**src/rtl/sequence_detector_pkg.sv**
```systemverilog
// Shared constants and elaboration-time helpers for the serial pattern detector.
// next_state() builds the KMP-style transition table from the pattern.
package seqdet_pkg;

    localparam int          DEF_SEQ_LEN = 4;
    localparam logic [15:0] DEF_SEQ     = 16'h000A;
    localparam int          MAX_SEQ_LEN = 16;

    function automatic int state_width(input int len);
        return $clog2(len + 1);
    endfunction

    // k = bits matched so far, b = incoming bit; returns the longest pattern
    // prefix that is a suffix of (matched prefix + b). Pattern bit i is seq[len-1-i].
    function automatic int next_state(input int k, input logic b, input logic [15:0] seq,
                                      input int len, input bit overlap);
        logic [16:0] s;
        int          kk;
        int          best;
        bit          ok;
        s    = '0;
        kk   = (k > len || (k == len && !overlap)) ? 0 : k;
        best = 0;
        for (int i = 0; i < MAX_SEQ_LEN; i++)
            if (i < kk) s[i] = seq[len-1-i];
        s[kk] = b;
        for (int j = 1; j <= MAX_SEQ_LEN; j++) begin
            if (j <= kk + 1 && j <= len) begin
                ok = 1'b1;
                for (int m = 0; m < MAX_SEQ_LEN; m++)
                    if (m < j && s[kk+1-j+m] != seq[len-1-m]) ok = 1'b0;
                if (ok) best = j;
            end
        end
        return best;
    endfunction

endpackage

```
**src/rtl/sequence_detector_if.sv**
```systemverilog
// Serial bit in / match flag out of the pattern detector.
interface sequence_detector_if;
    logic x;
    logic y;

    modport master (output x, input  y);
    modport slave  (input  x, output y);
endinterface

```
**src/rtl/sequence_detector_fsm_core.sv**
```systemverilog
// Match-length state register and table-driven next-state logic.
module seqdet_fsm_core
    import seqdet_pkg::*;
#(
    parameter int               SEQ_LEN = DEF_SEQ_LEN,
    parameter logic [SEQ_LEN-1:0] SEQ   = DEF_SEQ[SEQ_LEN-1:0],
    parameter bit               OVERLAP = 1'b1,
    localparam int              SW      = state_width(SEQ_LEN)
) (
    input  logic          clk,
    input  logic          reset,
    input  logic          x,
    output logic [SW-1:0] state_nxt
);

    logic [SW-1:0] state;
    logic [SW-1:0] tbl0 [SEQ_LEN+1];
    logic [SW-1:0] tbl1 [SEQ_LEN+1];

    // Transition table is fully constant after elaboration.
    for (genvar k = 0; k <= SEQ_LEN; k++) begin : g_tbl
        assign tbl0[k] = SW'(next_state(k, 1'b0, 16'(SEQ), SEQ_LEN, OVERLAP));
        assign tbl1[k] = SW'(next_state(k, 1'b1, 16'(SEQ), SEQ_LEN, OVERLAP));
    end

    always_ff @(posedge clk or negedge reset) begin
        if (!reset) state <= '0;
        else        state <= state_nxt;
    end

    // Encodings above SEQ_LEN keep the '0 default and fall back to S0.
    always_comb begin
        state_nxt = '0;
        for (int k = 0; k <= SEQ_LEN; k++)
            if (state == SW'(k)) state_nxt = x ? tbl1[k] : tbl0[k];
    end

endmodule

```
**src/rtl/sequence_detector.sv**
```systemverilog
// Serial pattern detector top: parameter checks plus registered Moore match flag.
module sequence_detector
    import seqdet_pkg::*;
#(
    parameter int                 SEQ_LEN = DEF_SEQ_LEN,
    parameter logic [SEQ_LEN-1:0] SEQ     = DEF_SEQ[SEQ_LEN-1:0],
    parameter bit                 OVERLAP = 1'b1
) (
    input  logic               clk,
    input  logic               reset,
    sequence_detector_if.slave bus
);

    localparam int            SW   = state_width(SEQ_LEN);
    localparam logic [SW-1:0] LAST = SW'(SEQ_LEN);

    if (SEQ_LEN < 2 || SEQ_LEN > MAX_SEQ_LEN) begin : g_bad_len
        $error("sequence_detector: SEQ_LEN must be in 2..16");
    end

    logic [SW-1:0] state_nxt;
    logic          y_q;

    seqdet_fsm_core #(
        .SEQ_LEN (SEQ_LEN),
        .SEQ     (SEQ),
        .OVERLAP (OVERLAP)
    ) u_core (
        .clk       (clk),
        .reset     (reset),
        .x         (bus.x),
        .state_nxt (state_nxt)
    );

    // Loading from next-state keeps y aligned with state == S_SEQ_LEN
    // while leaving no combinational path from x to y.
    always_ff @(posedge clk or negedge reset) begin
        if (!reset) y_q <= 1'b0;
        else        y_q <= (state_nxt == LAST);
    end

    assign bus.y = y_q;

endmodule

```
**src/flat_wrapper.sv**
```systemverilog
// flat-port wrapper written by rule: the top's interface ports become plain ports
module sequence_detector_flat import seqdet_pkg::*;
#(
    parameter int                 SEQ_LEN = DEF_SEQ_LEN,
    parameter logic [SEQ_LEN-1:0] SEQ     = DEF_SEQ[SEQ_LEN-1:0],
    parameter bit                 OVERLAP = 1'b1
)
  (clk, reset, bus_x, bus_y);
  sequence_detector_if bus_i ();
  input  logic clk;
  input  logic reset;
  input wire logic [$bits(bus_i.x)-1:0] bus_x;
  output wire logic [$bits(bus_i.y)-1:0] bus_y;
  assign bus_i.x = bus_x;
  assign bus_y = bus_i.y;
  sequence_detector #(.SEQ_LEN(SEQ_LEN), .SEQ(SEQ), .OVERLAP(OVERLAP)) u_core (.clk(clk), .reset(reset), .bus(bus_i));
endmodule
```
**config.mk**
```make
export PLATFORM = sky130hd
export DESIGN_NAME = sequence_detector_flat
export DESIGN_NICKNAME = d
export VERILOG_FILES = /design/src/rtl/sequence_detector_pkg.sv /design/src/rtl/sequence_detector_if.sv /design/src/rtl/sequence_detector_fsm_core.sv /design/src/rtl/sequence_detector.sv /design/src/flat_wrapper.sv
export SDC_FILE = /design/constraint.sdc
export NUM_CORES = 1
export LEC_CHECK = 0
export ABC_AREA = 1
export BUFFER_PORTS_ARGS = -buffer_cell sky130_fd_sc_hd__buf_2
export CAP_MARGIN = 20
export CORE_AREA = 3 3 40 42
export CTS_CLUSTER_SIZE = 25
export DETAILED_ROUTE_END_ITERATION = 7
export DIE_AREA = 0 0 43 45
export REMOVE_ABC_BUFFERS = 1
export SYNTH_ARGS = -nofsm -noshare
export SYNTH_HDL_FRONTEND = slang
export SYNTH_SLANG_ARGS = --single-unit
```
**constraint.sdc**
```tcl
create_clock -name clk -period 2.5 [get_ports clk]
set_input_delay 0.5 -clock clk [delete_from_list [all_inputs] [get_ports clk]]
set_output_delay 0.5 -clock clk [all_outputs]
set_load 0.05 [all_outputs]
```
After elaboration in Yosys (flattened, before gate mapping)

Cells that the tools add are included.

Flip-flop bits (word level): 4
Bits of input ports: 3
Output and inout bits: 1
Word-level logic and storage cells: 17

Equal/unequal tests: 5
Mux-type cells: 9
Reduce and logical (&&, ||, !) cells: 1

Operators by type and width:

| cell               | count |
|---|---|
| $mux 3             | 6 |
| $eq 3x2->1 const B | 2 |
| $eq 3x3->1 const B | 2 |
| $mux 2             | 2 |
| $eq 3x1->1 const B | 1 |
| $logic_not 3->1    | 1 |
| $mux 1             | 1 |

Longest topological paths before layout

Gate-level depths: netlist of the first run.

Depth after elaboration: 7
Depth in mapped cells: 5
Depth with buffers taken out: 5

Hierarchy

From an unflattened synthesis of the first run, not the netlist that was laid out.

Cell total of the unflattened synthesis: 21
Area total of the unflattened synthesis: 171.4 µm²

Modules (own cells, without submodules):

| module            | times used | cells an instance | area an instance (µm²) |
|---|---|---|---|
| seqdet_fsm_core   | 1          | 17                | 132.6 |
| sequence_detector | 1          | 4                 | 38.8 |

Worst setup path before layout of the first run

No wires, ideal clock.

Path type: register -> output
Start point: register u_core.y_q (netlist: u_core.bus.y)
End point: output port bus_y
Arrival: 0.586 ns
Setup slack: 1.414 ns
Stages on the path, launching flop included: 1
Cells stage by stage: dfrtp_1

RTL lines:

| item                   | line                    | text |
|---|---|---|
| start, declared        | sequence_detector.sv:22 | `logic y_q;` |
| start signal, assigned | sequence_detector.sv:39 | `else y_q <= (state_nxt == LAST);` |
| end, declared          | flat_wrapper.sv:13      | `output wire logic [$bits(bus_i.y)-1:0] bus_y;` |

No word-level cell between the ends.

Worst setup path in the final report of the first run

Start point: register u_core.y_q (netlist: u_core.bus.y)
End point: output port bus_y

No word-level cell between the ends.

==> flow_summary.html, run 1 <==
<table>
<tr><th>Metric</th><th>Value</th></tr>
<tr><th colspan="2">Run status</th></tr>
<tr><td>Outcome</td><td>complete, no violations</td></tr>
<tr><th colspan="2">Power</th></tr>
<tr><td>Switch Pwr</td><td>about 0.000048 W</td></tr>
<tr><td>Total internal power</td><td>0.000136 W</td></tr>
<tr><td>Switching power as a share of total power</td><td>26.2%</td></tr>
<tr><td>Power density normalized to cell area</td><td>roughly 830 nW/um^2</td></tr>
<tr><td>Share of power burned in the clock network</td><td>42.9%</td></tr>
<tr><td>Total power of the final layout</td><td>0.000184 W</td></tr>
<tr><td>Combinational share of power</td><td>14.0%</td></tr>
<tr><td>Portion of total power attributed to sequential cells</td><td>a little over two fifths</td></tr>
<tr><td>Worst IR drop on VDD</td><td>0.296 mV</td></tr>
<tr><td>Leakage</td><td>between 0.1 and 0.15 nW</td></tr>
<tr><th colspan="2">Setup path</th></tr>
<tr><td>Worst path buffer plus inverter count</td><td>1</td></tr>
<tr><td>Delay-heaviest family, CP</td><td>flip-flops</td></tr>
<tr><td>Worst Path Class, Setup</td><td>flop to output port</td></tr>
<tr><td>End of the worst register-to-register path</td><td>u_core.u_core.state[1]</td></tr>
<tr><td>Worst setup path startpoint</td><td>u_core.bus.y</td></tr>
<tr><td>Worst setup slack for register-to-register paths</td><td>1.65 ns</td></tr>
<tr><td>Element type at the critical path end</td><td>output port</td></tr>
<tr><td>Required time at the worst-slack endpoint</td><td>~2.0 ns</td></tr>
<tr><td>Cell chain of the critical path</td><td>buf_2</td></tr>
<tr><td>Longest individual stage delay on the worst path</td><td>~0.3 ns</td></tr>
<tr><td>Kind of start point of the critical path</td><td>flop</td></tr>
<tr><td>Cell count of the worst reg-to-reg path</td><td>4</td></tr>
<tr><td>Library cell contributing the largest single delay on the critical path</td><td>sky130_fd_sc_hd__dfrtp_1</td></tr>
<tr><td>Highest net fanout along the worst path</td><td>1</td></tr>
<tr><td>Critical register-to-register path startpoint</td><td>u_core.u_core.state[0]</td></tr>
<tr><td>Data arrival at the endpoint of the critical path</td><td>between 0.7 and 0.8 ns</td></tr>
<tr><th colspan="2">Route</th></tr>
<tr><td>DR pass1 iterations</td><td>1</td></tr>
<tr><td>Post-detailed-route DRC marker count</td><td>0</td></tr>
<tr><td>Drt wl/cell</td><td>6.65 um</td></tr>
<tr><td>Violation count after the first detailed-routing iteration</td><td>0</td></tr>
<tr><td>Total wire length after detailed routing</td><td>266 um</td></tr>
<tr><td>Detailed-route via count</td><td>135</td></tr>
<tr><td>Number of nets with antenna violations after detailed routing</td><td>0</td></tr>
<tr><td>Via density</td><td>3.38</td></tr>
<tr><th colspan="2">Timing</th></tr>
<tr><td>Worst-Margin Slew</td><td>0.248 ns</td></tr>
<tr><td>Fin Clk Skew</td><td>~0.0017 ns</td></tr>
<tr><td>Final count of hold timing violations</td><td>0</td></tr>
<tr><td>Count of final setup violators</td><td>0</td></tr>
<tr><td>Final period demand of the worst path</td><td>1.29 ns</td></tr>
<tr><td>Setup repair after global routing missed its margin</td><td>no</td></tr>
<tr><td>Max-slew violations</td><td>0</td></tr>
<tr><td>Total Neg Setup Slack</td><td>0 ns</td></tr>
<tr><td>Relative slew slack</td><td>83.5%</td></tr>
<tr><td>Max Clock Freq</td><td>0.776 GHz</td></tr>
<tr><td>Final clock period utilization by the worst path</td><td>between 50% and 60%</td></tr>
<tr><th colspan="2">Place</th></tr>
<tr><td>Final estimated routing congestion in global placement</td><td>0.690</td></tr>
<tr><td>IO Port Bufs</td><td>3</td></tr>
<tr><td>HPWL Detailed</td><td>~220 um</td></tr>
<tr><th colspan="2">Clocking</th></tr>
<tr><td>Post-CTS resize count</td><td>0</td></tr>
<tr><td>CTS tree</td><td>done</td></tr>
<tr><td>Number of buffers inserted for hold repair after clock tree synthesis</td><td>0</td></tr>
<tr><td>Root buffer selected by CTS</td><td>sky130_fd_sc_hd__clkbuf_4</td></tr>
<tr><td>Num CTS Buffers</td><td>3</td></tr>
<tr><td>Maximum level of the CTS H-tree</td><td>1</td></tr>
<tr><td>Clock-pin slew on the worst setup and hold paths</td><td>0.04 ns</td></tr>
<tr><td>Clock latency at the later pin of the worst-skew pair</td><td>roughly 0.23 ns</td></tr>
<tr><td>Buffers from clock root to sink, at most</td><td>2</td></tr>
<tr><td>CTS Sinks</td><td>4</td></tr>
<tr><td>Post-CTS Setup Bufs</td><td>0</td></tr>
<tr><th colspan="2">Logic synthesis</th></tr>
<tr><td>Commonest cells post-synth</td><td>sky130_fd_sc_hd__dfrtp_1 (4), sky130_fd_sc_hd__nand2_1 (4), sky130_fd_sc_hd__nor2_1 (4)</td></tr>
<tr><td>Top cell type's share of synthesized area</td><td>60.6%</td></tr>
<tr><td>Avg Synthesized Cell Area</td><td>8.69 um^2</td></tr>
<tr><td>Distinct cells, synth</td><td>8</td></tr>
<tr><td>Share of synthesized flip-flops with an asynchronous set or reset</td><td>100%</td></tr>
<tr><td>Post-synthesis sequential element count</td><td>4</td></tr>
<tr><td>Post-synth top area cell</td><td>sky130_fd_sc_hd__dfrtp_1</td></tr>
<tr><td>Area of the mapped netlist</td><td>165 um^2</td></tr>
<tr><td>Number of enable-type register cells in the synthesized netlist</td><td>0</td></tr>
<tr><td>Most area-consuming cells after synthesis</td><td>sky130_fd_sc_hd__dfrtp_1 (61%), sky130_fd_sc_hd__nand2_1 (9.1%), sky130_fd_sc_hd__nor2_1 (9.1%)</td></tr>
<tr><td>Fraction of the yosys area taken by sequential cells</td><td>60.6%</td></tr>
<tr><td>Number of standard cells after synthesis</td><td>19</td></tr>
<tr><td>Yosys warning total</td><td>0</td></tr>
<tr><td>Commonest register cell after synthesis</td><td>sky130_fd_sc_hd__dfrtp_1</td></tr>
<tr><th colspan="2">Global route</th></tr>
<tr><td>GRT overflow</td><td>0</td></tr>
<tr><td>Via count of the first global-routing pass</td><td>147</td></tr>
<tr><td>Overall Global Routing Usage</td><td>4.68%</td></tr>
<tr><td>Maximum number of pins on one net before global-route repair</td><td>6</td></tr>
<tr><td>First-pass GRT wire length</td><td>around 590 um</td></tr>
<tr><td>Initial antenna violation count</td><td>0</td></tr>
<tr><th colspan="2">Hold path</th></tr>
<tr><td>Type of the tightest min-delay check</td><td>input pin to async pin</td></tr>
<tr><th colspan="2">Die</th></tr>
<tr><td>Core Footprint</td><td>1280 um^2</td></tr>
<tr><td>Initial Utilization</td><td>approximately 13%</td></tr>
<tr><td>Number of standard-cell rows in the floorplan</td><td>13</td></tr>
<tr><td>Count of boundary I/O pins</td><td>4</td></tr>
<tr><td>Die width</td><td>43 um</td></tr>
<tr><td>Height of the die</td><td>around 45 um</td></tr>
<tr><td>Full die area</td><td>between 1500 and 2000 um^2</td></tr>
<tr><th colspan="2">Finish</th></tr>
<tr><td>Post-route core utilization</td><td>17.2%</td></tr>
<tr><td>Antenna diode count</td><td>0</td></tr>
<tr><td>Nets@finish</td><td>30</td></tr>
<tr><td>Ratio of cells with drive above 1 in the final layout</td><td>approximately a third</td></tr>
<tr><td>Synth-to-layout area growth</td><td>34.1%</td></tr>
<tr><th colspan="2">Job</th></tr>
<tr><td>Max_cap viols</td><td>0</td></tr>
</table>
==> final cells by class <==
| type | count | area (um^2) |
|---|---|---|
| fillers | 142 | 1060 |
| well taps | 15 | 18.8 |
| inverters | 3 | 11.3 |
| clock buffers | 3 | 22.5 |
| flip-flops and latches | 4 | 100 |
| multi-input cells | 12 | 53.8 |
| repair buffers | 3 | 15.0 |
==> power groups by stage <==
stage	registers [W]	logic, W	clock network, W
global placement	0.0000804	0.0000258	0
finish	0.0000793	0.0000258	0.0000789
global route	0.0000809	0.0000304	0.0000892
detailed placement	0.0000803	0.0000262	0
floorplan	0.0000844	0.0000142	0
CTS	0.0000795	0.0000262	0.0000841
==> worst max-delay path by stage <==
stage / end / slack (ns) / cells after the start
floorplan: bus_y / 1.41 / 0
global placement: bus_y / 1.46 / 1
CTS: bus_y / 1.20 / 1
detailed placement: bus_y / 1.45 / 1
global route: bus_y / 1.17 / 1
finish: bus_y / 1.21 / 1
==> cells by family after synthesis <==
| family | count (synthesis) | synth area share, % |
|---|---|---|
| flops | 4 | 60.6 |
| simple gates | 11 | 27.3 |
| buf+inv | 3 | 6.82 |
| compound gates | 1 | 5.30 |
==> registers in the layout (all words and copies together) (netlist names) <==
name and cells:
u_core.bus.y 1, u_core.u_core.state 3
==> routing by layer <==
layer  track usage, %  share of wire [%]  up-vias
met2             5.39                 33        6
met4             1.81                  0        0
met3             6.37                 16        0
met5                0                  0        -
met1             4.63                 50       58
li1                 -                  -       71
==> cell usage in the layout, fill, tap and decap left out <==
master and count:
sky130_fd_sc_hd__buf_2 3, sky130_fd_sc_hd__inv_1 2, sky130_fd_sc_hd__inv_2 1, sky130_fd_sc_hd__nor2_1 4
sky130_fd_sc_hd__a21oi_2 1, sky130_fd_sc_hd__nand3_1 1, sky130_fd_sc_hd__nor3_1 2, sky130_fd_sc_hd__dfrtp_1 4
sky130_fd_sc_hd__clkbuf_4 3, sky130_fd_sc_hd__nand2_1 4
==> through the flow <==
stage                     std cells  setup slack [ns]  hold WS [ns]  area [um^2]
after floorplan                  19              1.41         0.204          165
after global placement           37              1.46         0.308          199
after detailed placement         37              1.45         0.309          199
after CTS                        40              1.20        0.0555          221
after global routing             40              1.17        0.0584          221
final                            40              1.21        0.0636          221
(Power assumes the default switching activity.)
==> run 2, diff against run 1 <==
--- a/config.mk
+++ b/config.mk
@@ -5,7 +5,7 @@
 export SDC_FILE = /design/constraint.sdc
 export NUM_CORES = 1
 export LEC_CHECK = 0
-export ABC_AREA = 1
+export ABC_AREA = 0
 export BUFFER_PORTS_ARGS = -buffer_cell sky130_fd_sc_hd__buf_2
 export CAP_MARGIN = 20
 export CORE_AREA = 3 3 40 42
==> constraint.sdc (replaced) <==
create_clock -name clk -period 1 [get_ports clk]
set_input_delay 0.2 -clock clk [delete_from_list [all_inputs] [get_ports clk]]
set_output_delay 0.2 -clock clk [all_outputs]
set_load 0.05 [all_outputs]
==> flow_summary.html, run 2 <==
<table>
<tr><th>Metric</th><th>Value</th></tr>
<tr><th colspan="2">Hold path</th></tr>
<tr><td>Type of the tightest min-delay check</td><td>input pin to flop (was input pin to async pin)</td></tr>
<tr><th colspan="2">Route</th></tr>
<tr><td>Via density</td><td>3.26 (was 3.38)</td></tr>
<tr><td>Post-detailed-route DRC marker count</td><td>0 (unchanged)</td></tr>
<tr><td>Drt wl/cell</td><td>7.74 um (was 6.65 um)</td></tr>
<tr><td>Total wire length after detailed routing</td><td>294 um (was 266 um)</td></tr>
<tr><td>Detailed-route via count</td><td>124 (was 135)</td></tr>
<tr><td>DR pass1 iterations</td><td>2 (was 1)</td></tr>
<tr><td>Number of nets with antenna violations after detailed routing</td><td>0 (unchanged)</td></tr>
<tr><td>Violation count after the first detailed-routing iteration</td><td>7 (was 0)</td></tr>
<tr><th colspan="2">Timing</th></tr>
<tr><td>Final count of hold timing violations</td><td>0 (unchanged)</td></tr>
<tr><td>Worst-Margin Slew</td><td>0.154 ns (was 0.248 ns)</td></tr>
<tr><td>Max-slew violations</td><td>0 (unchanged)</td></tr>
<tr><td>Setup repair after global routing missed its margin</td><td>yes (was no)</td></tr>
<tr><td>Fin Clk Skew</td><td>0.000744 ns (was 0.00171 ns)</td></tr>
<tr><td>Count of final setup violators</td><td>1 (was 0)</td></tr>
<tr><td>Final period demand of the worst path</td><td>1.01 ns</td></tr>
<tr><td>Max Clock Freq</td><td>0.994 GHz</td></tr>
<tr><td>Relative slew slack</td><td>89.7% (was 83.5%)</td></tr>
<tr><td>Post-layout worst setup margin</td><td>-0.00629 ns (was 1.21 ns)</td></tr>
<tr><td>Final clock period utilization by the worst path</td><td>101%</td></tr>
<tr><th colspan="2">Die</th></tr>
<tr><td>Die width</td><td>43 um (unchanged)</td></tr>
<tr><td>Count of boundary I/O pins</td><td>4 (unchanged)</td></tr>
<tr><td>Number of standard-cell rows in the floorplan</td><td>13 (unchanged)</td></tr>
<tr><td>Core Footprint</td><td>1280 um^2 (unchanged)</td></tr>
<tr><td>Full die area</td><td>1940 um^2 (unchanged)</td></tr>
<tr><td>Initial Utilization</td><td>12.1% (was 12.9%)</td></tr>
<tr><td>Height of the die</td><td>45 um (unchanged)</td></tr>
<tr><th colspan="2">Logic synthesis</th></tr>
<tr><td>Compound-Gate Fraction of Synth Area</td><td>6.45% (was 5.30%)</td></tr>
<tr><td>Distinct cells, synth</td><td>8 (unchanged)</td></tr>
<tr><td>Commonest cells post-synth</td><td>sky130_fd_sc_hd__dfrtp_1 (4), sky130_fd_sc_hd__nor3_1 (2), sky130_fd_sc_hd__o21ai_0 (2) (was sky130_fd_sc_hd__dfrtp_1 (4), sky130_fd_sc_hd__nand2_1 (4), sky130_fd_sc_hd__nor2_1 (4))</td></tr>
<tr><td>Post-synthesis sequential element count</td><td>4 (unchanged)</td></tr>
<tr><td>Yosys warning total</td><td>0 (unchanged)</td></tr>
<tr><td>Post-synthesis share of cell area spent on full adders, half adders and majority gates</td><td>0% (unchanged)</td></tr>
<tr><td>Fraction of the mapped netlist area in simple logic gates</td><td>23.4% (was 27.3%)</td></tr>
<tr><td>Post-synth top area cell</td><td>sky130_fd_sc_hd__dfrtp_1 (unchanged)</td></tr>
<tr><td>Fraction of the yosys area taken by sequential cells</td><td>64.5% (was 60.6%)</td></tr>
<tr><td>Fraction of synthesized cell area in xor and xnor cells</td><td>5.65% (was 0%)</td></tr>
<tr><td>Number of standard cells after synthesis</td><td>13 (was 19)</td></tr>
<tr><td>Number of enable-type register cells in the synthesized netlist</td><td>0 (unchanged)</td></tr>
<tr><td>Top cell type's share of synthesized area</td><td>64.5% (was 60.6%)</td></tr>
<tr><td>Commonest register cell after synthesis</td><td>sky130_fd_sc_hd__dfrtp_1 (unchanged)</td></tr>
<tr><td>Dominant combinational cell family by area after synthesis</td><td>simple AND/OR/NAND/NOR gates (unchanged)</td></tr>
<tr><td>Post-synthesis mux area share</td><td>0% (unchanged)</td></tr>
<tr><td>Area of the mapped netlist</td><td>155 um^2 (was 165 um^2)</td></tr>
<tr><td>Most area-consuming cells after synthesis</td><td>sky130_fd_sc_hd__dfrtp_1 (65%), sky130_fd_sc_hd__nor3_1 (6.5%), sky130_fd_sc_hd__o21ai_0 (6.5%) (was sky130_fd_sc_hd__dfrtp_1 (61%), sky130_fd_sc_hd__nand2_1 (9.1%), sky130_fd_sc_hd__nor2_1 (9.1%))</td></tr>
<tr><td>Most numerous cell in the Yosys netlist</td><td>sky130_fd_sc_hd__dfrtp_1</td></tr>
<tr><td>Avg Synthesized Cell Area</td><td>11.9 um^2 (was 8.69 um^2)</td></tr>
<tr><td>Share of synthesized flip-flops with an asynchronous set or reset</td><td>100% (unchanged)</td></tr>
<tr><th colspan="2">Global route</th></tr>
<tr><td>Initial antenna violation count</td><td>0 (unchanged)</td></tr>
<tr><td>Overall Global Routing Usage</td><td>4.34% (was 4.68%)</td></tr>
<tr><td>First-pass GRT wire length</td><td>517 um (was 586 um)</td></tr>
<tr><td>GRT overflow</td><td>0 (unchanged)</td></tr>
<tr><td>Maximum number of pins on one net before global-route repair</td><td>5 (was 6)</td></tr>
<tr><td>Via count of the first global-routing pass</td><td>127 (was 147)</td></tr>
<tr><th colspan="2">Setup path</th></tr>
<tr><td>Highest net fanout along the worst path</td><td>2 (was 1)</td></tr>
<tr><td>Element type at the critical path end</td><td>flop (was output port)</td></tr>
<tr><td>Required time at the worst-slack endpoint</td><td>1.16 ns (was 2.00 ns)</td></tr>
<tr><td>Kind of start point of the critical path</td><td>flop (unchanged)</td></tr>
<tr><td>Worst path buffer plus inverter count</td><td>0 (was 1)</td></tr>
<tr><td>Data arrival at the endpoint of the critical path</td><td>1.16 ns (was 0.79 ns)</td></tr>
<tr><td>Library cell contributing the largest single delay on the critical path</td><td>sky130_fd_sc_hd__or4b_1 (was sky130_fd_sc_hd__dfrtp_1)</td></tr>
<tr><td>Worst Path Class, Setup</td><td>flop to flop (was flop to output port)</td></tr>
<tr><td>Longest individual stage delay on the worst path</td><td>0.49 ns (was 0.30 ns)</td></tr>
<tr><td>Cell chain of the critical path</td><td>or4b_1 &gt; o21ai_1 (was buf_2)</td></tr>
<tr><td>Delay-heaviest family, CP</td><td>simple AND/OR/NAND/NOR gates (was flip-flops)</td></tr>
<tr><th colspan="2">Job</th></tr>
<tr><td>Max_cap viols</td><td>0 (unchanged)</td></tr>
<tr><th colspan="2">Power</th></tr>
<tr><td>Power density normalized to cell area</td><td>1730 nW/um^2 (was 831 nW/um^2)</td></tr>
<tr><td>Worst IR drop on VDD</td><td>0.717 mV (was 0.296 mV)</td></tr>
<tr><td>Total power of the final layout</td><td>0.000427 W (was 0.000184 W)</td></tr>
<tr><td>Leakage</td><td>0.113 nW (was 0.115 nW)</td></tr>
<tr><th colspan="2">Finish</th></tr>
<tr><td>Largest register by flop count</td><td>u_core.u_core.state (unchanged)</td></tr>
<tr><td>Final-layout fill cell count</td><td>143 (was 142)</td></tr>
<tr><td>Post-route core utilization</td><td>19.2% (was 17.2%)</td></tr>
<tr><td>Finished layout cell area</td><td>246 um^2 (was 221 um^2)</td></tr>
<tr><td>Flip-flop count of the largest register after layout</td><td>3 (unchanged)</td></tr>
<tr><td>Ratio of cells with drive above 1 in the final layout</td><td>39.1% (was 32.0%)</td></tr>
<tr><td>Nets@finish</td><td>28 (was 30)</td></tr>
<tr><td>Commonest cells after routing, fill and taps aside</td><td>sky130_fd_sc_hd__buf_4 (4), sky130_fd_sc_hd__dfrtp_1 (4), sky130_fd_sc_hd__clkbuf_4 (3) (was sky130_fd_sc_hd__nand2_1 (4), sky130_fd_sc_hd__nor2_1 (4), sky130_fd_sc_hd__dfrtp_1 (4))</td></tr>
<tr><td>Synth-to-layout area growth</td><td>58.9% (was 34.1%)</td></tr>
<tr><td>Antenna diode count</td><td>0 (unchanged)</td></tr>
<tr><th colspan="2">Run status</th></tr>
<tr><td>Outcome</td><td>complete, but fails checks (was complete, no violations)</td></tr>
<tr><td>Violated checks</td><td>setup timing</td></tr>
<tr><th colspan="2">Clocking</th></tr>
<tr><td>Maximum level of the CTS H-tree</td><td>1 (unchanged)</td></tr>
<tr><td>CTS tree</td><td>done (unchanged)</td></tr>
<tr><td>Post-CTS Setup Bufs</td><td>0 (unchanged)</td></tr>
<tr><td>Clock-pin slew on the worst setup and hold paths</td><td>0.04 ns (about the same)</td></tr>
<tr><td>Root buffer selected by CTS</td><td>sky130_fd_sc_hd__clkbuf_4 (unchanged)</td></tr>
<tr><td>Num CTS Buffers</td><td>3 (unchanged)</td></tr>
<tr><td>Clock latency at the later pin of the worst-skew pair</td><td>0.23 ns (about the same)</td></tr>
<tr><td>CTS Sinks</td><td>4 (unchanged)</td></tr>
<tr><td>Buffers from clock root to sink, at most</td><td>2 (unchanged)</td></tr>
<tr><th colspan="2">Place</th></tr>
<tr><td>Final estimated routing congestion in global placement</td><td>0.711 (was 0.690)</td></tr>
<tr><td>IO Port Bufs</td><td>3 (unchanged)</td></tr>
<tr><td>Placed standard-cell area</td><td>211 um^2 (was 199 um^2)</td></tr>
</table>
[run 2: path summary, 6_finish.rpt]
path	end	slack, ns	depth (start not counted)	start
min	u_core.u_core.state[1]	0.24	3	bus_x
min reg2reg	u_core.u_core.state[1]	0.52	2	u_core.u_core.state[1]
max reg2reg	u_core.u_core.state[1]	-0.006	2	u_core.u_core.state[2]
min in group asynchronous	u_core.u_core.state[2]	0.30	2	reset
max in group asynchronous	u_core.bus.y	0.58	2	reset
max	u_core.u_core.state[1]	-0.006	2	u_core.u_core.state[2]
[run 2: report_power, final]
group	internal [W]	switching [W]	leakage, nW
Clock	0.000134	0.0000610	0.0138
Sequential	0.000173	0.00000505	0.0522
Combinational	0.0000285	0.0000253	0.0471
Total	0.000336	0.0000914	0.113
[run 2: worst register-to-register path, cell delays in order, from the launching register on]
cell and delay (ns):
sky130_fd_sc_hd__dfrtp_1 0.37, sky130_fd_sc_hd__or4b_1 0.49, sky130_fd_sc_hd__o21ai_1 0.08
[run 2: kinds of logic after synthesis]
family           after synthesis
AO/OA/AOI/OAI                  2
XOR/XNOR                       1
AND/OR/NAND/NOR                6
flip-flops                     4
[run 2: repair_timing]
| action | in CTS | in global routing |
|---|---|---|
| cloned | 0 | 0 |
| endpoints found under the setup margin | 2 | 1 |
| hold buffers | 1 | 0 |
| endpoints found under the hold margin | 4 | 0 |
| resized for setup | 2 | 0 |
| pin swaps | 1 | 0 |
[run 2: final cells by class]
cell class | count | area [um^2] | share of cell area [%]
well taps | 15 | 18.8 | 7.61
flip-flops and latches | 4 | 100 | 40.6
repair buffers | 7 | 50.0 | 20.3
multi-input cells | 9 | 55.1 | 22.3
clock buffers | 3 | 22.5 | 9.14
[run 2: per-layer routing]
layer | global-route usage [%] | share of wire [%] | up-vias
met4 | 1.81 | 0 | 0
met2 | 4.19 | 33 | 4
li1 | - | - | 65
met1 | 4.62 | 54 | 55
met5 | 0 | 0 | -
met3 | 6.37 | 12 | 0
[run 2: per-stage QoR]
stage          std cells  setup TNS (ns)  setup WS [ns]  hold slack (ns)
3_5_place_dp          34         -0.0212        -0.0212           0.0119
2_1_floorplan         13         -0.0315        -0.0315          -0.0956
3_3_place_gp          34        -0.00663       -0.00663           0.0129
6_report              38        -0.00629       -0.00629            0.241
5_1_grt               38         -0.0644        -0.0644            0.264
4_1_cts               38         -0.0168        -0.0168            0.235
